## src/rtl/cellrv32_pwm_capture.sv

```systemverilog
// PWM input capture: per-channel period/high-time measurement on a prescaled tick.
// Optional feature macro: CELLRV32_PWMCAP_IRQ_EN (per-channel interrupt enables and irq_o).
`timescale 1ns/1ps
module cellrv32_pwm_capture #(
    parameter int NUM_CHANNELS = 0
) (
    input  logic        clk_i,
    input  logic        rst_i,
    input  logic [31:0] addr_i,
    input  logic        rden_i,
    input  logic        wren_i,
    input  logic [31:0] data_i,
    output logic [31:0] data_o,
    output logic        ack_o,
    output logic        clkgen_en_o,
    input  logic [7:0]  clkgen_i,
    input  logic [3:0]  pwm_i,
    output logic        irq_o
);
    localparam logic [31:0] pwmcap_base_c = 32'hFFFF_FE80;
    localparam int          pwmcap_size_c = 32;
    localparam int          lo_c          = $clog2(pwmcap_size_c);
    localparam int          impl_c        = (1 << NUM_CHANNELS) - 1;
    localparam logic [3:0]  impl_mask_c   = impl_c[3:0];

    localparam logic [1:0] S_IDLE = 2'b00;
    localparam logic [1:0] S_HIGH = 2'b01;
    localparam logic [1:0] S_LOW  = 2'b10;

    logic        sel, rd_acc, wr_acc;
    logic [2:0]  word;
    logic        en_q, ack_q;
    logic [2:0]  prsc_q;
    logic [3:0]  valid_q, valid_d, ovf_q, ovf_d, ovf_clr, rd_clr, ie_rd;
    logic [31:0] rdata_q, rd_mux;
    logic        tick;
    logic [3:0]  cap_w, sat_w;
    logic [3:0][31:0] ch_w;
    logic        unused_misc;

    assign sel    = (addr_i[31:lo_c] == pwmcap_base_c[31:lo_c]);
    assign word   = addr_i[4:2];
    assign rd_acc = sel & rden_i;
    assign wr_acc = sel & wren_i;
    assign tick   = clkgen_i[prsc_q];

    assign data_o      = rdata_q;
    assign ack_o       = ack_q;
    assign clkgen_en_o = en_q;
    assign unused_misc = ^{addr_i[1:0], data_i[31:12], tick};

    for (genvar i = 0; i < 4; i++) begin : g_ch
        if (i < NUM_CHANNELS) begin : g_impl
            logic        sync1_q, sync2_q, prev_q, rise, fall, cap, sat;
            logic [1:0]  state_q, state_d;
            logic [15:0] cnt_q, cnt_d, hi_q, hi_d, cnt_inc;
            logic [31:0] ch_q, ch_d;

            assign rise    = sync2_q & ~prev_q;
            assign fall    = ~sync2_q & prev_q;
            assign cnt_inc = cnt_q + {15'd0, tick};

            // cnt counts ticks in [edge, next edge); the tick of a rising edge opens the new period
            always_comb begin
                state_d = state_q;
                cnt_d   = cnt_q;
                hi_d    = hi_q;
                ch_d    = ch_q;
                cap     = 1'b0;
                sat     = 1'b0;
                if (!en_q) begin
                    state_d = S_IDLE;
                    cnt_d   = 16'd0;
                end else begin
                    case (state_q)
                        S_IDLE: if (rise) begin
                            state_d = S_HIGH;
                            cnt_d   = {15'd0, tick};
                        end
                        S_HIGH: if (cnt_inc == 16'hFFFF) begin
                            sat     = 1'b1;
                            state_d = S_IDLE;
                            cnt_d   = 16'd0;
                        end else begin
                            cnt_d = cnt_inc;
                            if (fall) begin
                                hi_d    = cnt_q;
                                state_d = S_LOW;
                            end
                        end
                        S_LOW: if (rise) begin
                            cap     = 1'b1;
                            ch_d    = {cnt_q, hi_q};
                            cnt_d   = {15'd0, tick};
                            state_d = S_HIGH;
                        end else if (cnt_inc == 16'hFFFF) begin
                            sat     = 1'b1;
                            state_d = S_IDLE;
                            cnt_d   = 16'd0;
                        end else begin
                            cnt_d = cnt_inc;
                        end
                        default: begin
                            state_d = S_IDLE;
                            cnt_d   = 16'd0;
                        end
                    endcase
                end
            end

            always_ff @(posedge clk_i) begin
                if (rst_i) begin
                    sync1_q <= 1'b0;
                    sync2_q <= 1'b0;
                    prev_q  <= 1'b0;
                    state_q <= S_IDLE;
                    cnt_q   <= 16'd0;
                    hi_q    <= 16'd0;
                    ch_q    <= 32'd0;
                end else begin
                    sync1_q <= pwm_i[i];
                    sync2_q <= sync1_q;
                    prev_q  <= sync2_q;
                    state_q <= state_d;
                    cnt_q   <= cnt_d;
                    hi_q    <= hi_d;
                    ch_q    <= ch_d;
                end
            end

            assign cap_w[i] = cap;
            assign sat_w[i] = sat;
            assign ch_w[i]  = ch_q;
        end else begin : g_none
            logic unused_pwm;
            assign unused_pwm = pwm_i[i];
            assign cap_w[i]   = 1'b0;
            assign sat_w[i]   = 1'b0;
            assign ch_w[i]    = 32'd0;
        end
    end

    // A capture in the same cycle as a CH read or an OVF clear keeps the flag set
    always_comb begin
        rd_clr = 4'd0;
        for (int i = 0; i < 4; i++) begin
            rd_clr[i] = rd_acc && (word == 3'(i + 2));
        end
        ovf_clr = (wr_acc && word == 3'd1) ? data_i[7:4] : 4'd0;
        valid_d = ((valid_q & ~rd_clr) | cap_w) & impl_mask_c;
        ovf_d   = ((ovf_q & ~ovf_clr) | sat_w) & impl_mask_c;
        case (word)
            3'd0:    rd_mux = {20'd0, ie_rd, 4'd0, prsc_q, en_q};
            3'd1:    rd_mux = {24'd0, ovf_q, valid_q};
            3'd2:    rd_mux = ch_w[0];
            3'd3:    rd_mux = ch_w[1];
            3'd4:    rd_mux = ch_w[2];
            3'd5:    rd_mux = ch_w[3];
            default: rd_mux = 32'd0;
        endcase
    end

    always_ff @(posedge clk_i) begin
        if (rst_i) begin
            ack_q   <= 1'b0;
            rdata_q <= 32'd0;
            en_q    <= 1'b0;
            prsc_q  <= 3'd0;
            valid_q <= 4'd0;
            ovf_q   <= 4'd0;
        end else begin
            ack_q   <= rd_acc | wr_acc;
            rdata_q <= rd_acc ? rd_mux : 32'd0;
            if (wr_acc && word == 3'd0) begin
                en_q   <= data_i[0];
                prsc_q <= data_i[3:1];
            end
            valid_q <= valid_d;
            ovf_q   <= ovf_d;
        end
    end

`ifdef CELLRV32_PWMCAP_IRQ_EN
    logic [3:0] ie_q;
    logic       irq_q;
    always_ff @(posedge clk_i) begin
        if (rst_i) begin
            ie_q  <= 4'd0;
            irq_q <= 1'b0;
        end else begin
            if (wr_acc && word == 3'd0) begin
                ie_q <= data_i[11:8];
            end
            irq_q <= |(valid_q & ie_q);
        end
    end
    assign ie_rd = ie_q;
    assign irq_o = irq_q;
`else
    logic unused_ie;
    assign unused_ie = ^data_i[11:8];
    assign ie_rd     = 4'd0;
    assign irq_o     = 1'b0;
`endif
endmodule

```

## config.mk

```make
export PLATFORM = sky130hd
export DESIGN_NAME = cellrv32_pwm_capture
export DESIGN_NICKNAME = d
export VERILOG_FILES = /design/src/rtl/cellrv32_pwm_capture.sv
export SDC_FILE = /design/constraint.sdc
export NUM_CORES = 1
export LEC_CHECK = 0
export CAP_MARGIN = 20
export CORE_MARGIN = 1.5
export CORE_UTILIZATION = 20
export CTS_CLUSTER_DIAMETER = 120
export DETAILED_ROUTE_END_ITERATION = 7
export GPL_ROUTABILITY_DRIVEN = 1
export PLACE_DENSITY = 0.88
export SLEW_MARGIN = 20
export SYNTH_ARGS = -nofsm -noshare
export SYNTH_HDL_FRONTEND = slang
export SYNTH_SLANG_ARGS = --single-unit
```

## constraint.sdc

```tcl
create_clock -name clk_i -period 1.3 [get_ports clk_i]
set_clock_uncertainty 0.05 [all_clocks]
set_input_delay 0.26 -clock clk_i [delete_from_list [all_inputs] [get_ports clk_i]]
set_output_delay 0.26 -clock clk_i [all_outputs]
set_load 0.02 [all_outputs]
```

Word level (Yosys, flattened, before mapping):

Cells that the tools add are included.

* bits in registers: 37
* bits of input ports: 80
* logic and storage cells: 15

* bitwise logic cells: 5
* equal/unequal tests: 1
* reductions and logical operators: 4

Operators by type and width (count)
* 27-bit == test (second input constant): 1
* 3-bit zero test: 1
* 3-bit OR reduction: 1
* 1-bit bitwise AND: 2
* 1-bit inverter: 2
* 2-bit OR reduction: 1
* 1-bit logical AND: 1
* 1-bit bitwise OR: 1

Depth between registers and ports, before layout:

* word-level depth: 4
* gate-level depth with buffers: 4
* gate-level depth less buffers: 4

Least setup slack after synthesis:

No wires, ideal clock.

* path type: input port to flip-flop
* start: input port addr_i[5]
* end: register en_q, in the netlist clkgen_en_o
* path slack: -49 ps
* stages on the path: 4
* path buffers: 0
* data arrival time: 1180 ps
* setup time: 119 ps
* cell sequence: nand4bb_4 or4_4 o21ai_1 a21oi_1

* word-level cells in the longest chain between the ends: 3

Ends and longest elaborated chain
* start: declaration: line 9 `input logic [31:0] addr_i,`
* 27-bit == test: line 41 `assign sel = (addr_i[31:lo_c] == pwmcap_base_c[31:lo_c]);`
* 1-bit bitwise AND: line 44 `assign wr_acc = sel & wren_i;`
* 1-bit logical AND: line 174 `if (wr_acc && word == 3'd0) begin`
* end signal: assignment: line 175 `en_q <= data_i[0];`
* end: declaration: line 32 `logic en_q, ack_q;`

Every way passes these cells.
A chain may end at the register's enable or synchronous reset.

Worst setup path in the final report:

* start: input port addr_i[9]
* end: register prsc_q[0]

* word-level cells in the longest chain between the ends: 3

Ends and longest elaborated chain
* 27-bit == test: line 41
* 1-bit bitwise AND: line 44
* 1-bit logical AND: line 174
* end signal: assignment: line 176 `prsc_q <= data_i[3:1];`
* end: declaration: line 33 `logic [2:0] prsc_q;`

Every way passes these cells.

==> results <==
-- power breakdown --
part	total (mW)	leakage [nW]	internal [mW]	switching, mW
sequential	0.276	0.0724	0.276	0.000000000110
clock	0.222	0.0150	0.119	0.104
combinational	0.201	0.517	0.0848	0.116
-- stage by stage --
step                instances  setup WS (ns)  hold slack, ns
global placement          172         -0.546           0.367
floorplan                 104        -0.0487           0.279
global route              179      -0.000832           0.281
detailed placement        172         -0.595           0.371
CTS                       179       0.000803           0.377
finish                    179         0.0200           0.267
-- cell type report --
| type | count | area, µm² | share of cell area, % |
|---|---|---|---|
| multi-input cells | 62 | 440 | 37.8 |
| inverters | 4 | 15.0 | 1.29 |
| repair buffers | 54 | 445 | 38.2 |
| flip-flops and latches | 9 | 180 | 15.5 |
| well taps | 46 | 57.6 | 4.94 |
| clock buffers | 4 | 26.3 | 2.26 |
-- placed cells by master (no fill, tap or decap) --
| master | synthesis | routed |
|---|---|---|
| conb_1 | 1 | 29 |
| dlygate4sd2_1 | 0 | 22 |
| clkbuf_2 | 0 | 11 |
| dfxtp_1 | 9 | 9 |
| buf_4 | 29 | 9 |
| nand4_1 | 8 | 8 |
| clkdlybuf4s50_1 | 0 | 5 |
| o21ai_2 | 0 | 4 |
| a21oi_1 | 4 | 4 |
| inv_1 | 4 | 4 |
| nor2_1 | 4 | 4 |
| clkbuf_4 | 0 | 3 |
| dlymetal6s2s_1 | 0 | 3 |
| nand4bb_4 | 2 | 2 |
| clkdlybuf4s15_1 | 0 | 2 |
| buf_6 | 0 | 2 |
| nand4_2 | 1 | 1 |
| nand4b_4 | 1 | 1 |
| or4_4 | 1 | 1 |
| nor4b_4 | 1 | 1 |
| and3_4 | 0 | 1 |
| nor4_4 | 1 | 1 |
| nor3b_4 | 0 | 1 |
| nor3_1 | 2 | 1 |
| nand4b_1 | 1 | 1 |
| nor3_2 | 0 | 1 |
| o211a_1 | 1 | 1 |
| clkbuf_1 | 0 | 1 |
-- kinds of logic after synthesis --
family,after synthesis,share of synthesized area [%]
and+or+nand+nor,24,34.4
other,1,0.527
buffers and inverters,33,32.7
DFF,9,25.3
AOI/OAI and AO/OA,9,7.03
-- timing repair --
action | in CTS | in global routing
gates resized for setup | 45 | 27
setup buffers | 3 | 1
pin swaps | 19 | 12
endpoints found under the setup margin | 15 | 8
-- path summary, 6_finish.rpt --
path,from,endpoint,slack [ns],depth (start not counted)
max reg2reg,clkgen_en_o,clkgen_en_o,0.59,3
max,addr_i[9],prsc_q[0],0.02,5
min,rst_i,prsc_q[2],0.27,3
min reg2reg,prsc_q[1],data_o[2],0.39,2
-- registers in the layout (all words and copies together), names as in the netlist --
| signal | cells |
|---|---|
| prsc_q | 3 |
| clkgen_en_o | 1 |
| data_o | 4 |
| ack_o | 1 |
-- worst max-delay path: stages --
cell and delay [ns]:
clkdlybuf4s15_1 0.20, nand4bb_4 0.12, or4_4 0.55, o21ai_2 0.17, a21oi_1 0.08
-- metal layers --
layer	up-vias	global-route usage (%)
met4	0	5.83
met3	3	1.80
li1	325	-
met5	-	0
met1	296	8.60
met2	45	18.7
==> run_results.csv <==
group,metric,value,unit
logic_synthesis,synth-edff-count,0,
critical_path,start_kind,"input pin",
timing,fin_setup_tns,0,ns
floorplanning,start_util,21.2,%
logic_synthesis,synth_top_area_share,30.6,%
pwr,peakVddDrop,0.000204,V
clock_network,clk_latency,0.27,ns
placed_design,io_buffers,43,
floorplanning,pin_count,115,
pwr,power_density,600,mW/mm²
layout,drive_above_1_share,29.3,%
logic_synthesis,syn_inst,76,
routing,met1_length,581,µm
critical_path,cp_data_arrival_time,1.38,ns
timing,finalSetupViolations,0,
logic_synthesis,synthTopCellsByArea,"buf_4 (31%), dfxtp_1 (25%), nand4bb_4 (7.7%), nand4_1 (7.0%), nand4b_4 (3.3%)",
critical_path,worstSetupEndpointType,"flop",
layout,num-nets-final,214,
placed_design,place_hpwl,1550,µm
layout,diodes,0,
floorplanning,dieArea,0.00393,mm²
critical_path,cp_max_fo,4,
routing,met3_length,157,µm
logic_synthesis,synth.most_common_cell,"buf_4",
clock_network,ctsHtreeMaxLevel,1,
clock_network,cts_buffers,3,
run_status,status,"finished, final reports clean",
critical_path,crit_required,1.40,ns
pwr,leakagePower,0.605,nW
timing,hold_viol_final,0,
routing,dr.pass1.iters,4,
logic_synthesis,seq_area_frac_synth,25.3,%
logic_synthesis,yosysWarnings,0,
timing,period_share,98.5,%
logic_synthesis,synth_seq_cells,9,
grt,grt_pass1_wl,2830,µm
clock_network,cts_tree,"built",
routing,vias,669,
routing,wl_met2,1050,µm
grt,grt_max_degree,6,
logic_synthesis,ys_top_cells_by_count,"buf_4 (29), dfxtp_1 (9), nand4_1 (8)",
logic_synthesis,async_flop_share,0,%
logic_synthesis,ys.flop_type,"dfxtp_1",
timing,fmax,781,MHz
routing,routed_via_density,3.74,
layout,final_util,34.6,%
layout,fillers,383,
placed_design,gp_congestion,0.775,
routing,highest_layer,"met4",
routing,wl,1830,µm
placed_design,place_area,0.00115,mm²
critical_path,critPathKind,"in2reg",
routing,drcViolationCount,0,
pwr,p_total,0.699,mW
layout,syn2layout_area_growth,63.6,%
floorplanning,core,0.00336,mm²
clock_network,cts_sinks,9,
floorplanning,fp-row-count,21,
logic_synthesis,synth_area,712,µm²
timing,slew_viol_final,0,
clock_network,cts-root-buf,"clkbuf_4",
grt,grt_antenna_before_repair,0,
clock_network,path_clk_slew,0.06,ns
timing,fin_crit,1.28,ns
routing,ant_nets,0,
routing,avgRoutedWirePerCell,10.2,µm
clock_network,cts_max_path_buffers,2,
routing,drt_iter0_drc,9,
floorplanning,die_width,62.7,µm
layout,fin_area,0.00116,mm²
logic_synthesis,synth_cell_types,19,
logic_synthesis,yosysTopAreaCell,"buf_4",
grt,grt_remaining_overflow,0,
worst_hold_path,min_path_type,"in2reg",
floorplanning,die_height,62.7,µm
grt,grt_usage,9.40,%
clock_network,holdBufCountCts,0,
flow_run,max_cap_violations,0,
grt,first_global_vias,657,
logic_synthesis,syn_area_per_cell,9.37,µm²
No activity file was read; power rests on OpenSTA's default activity.
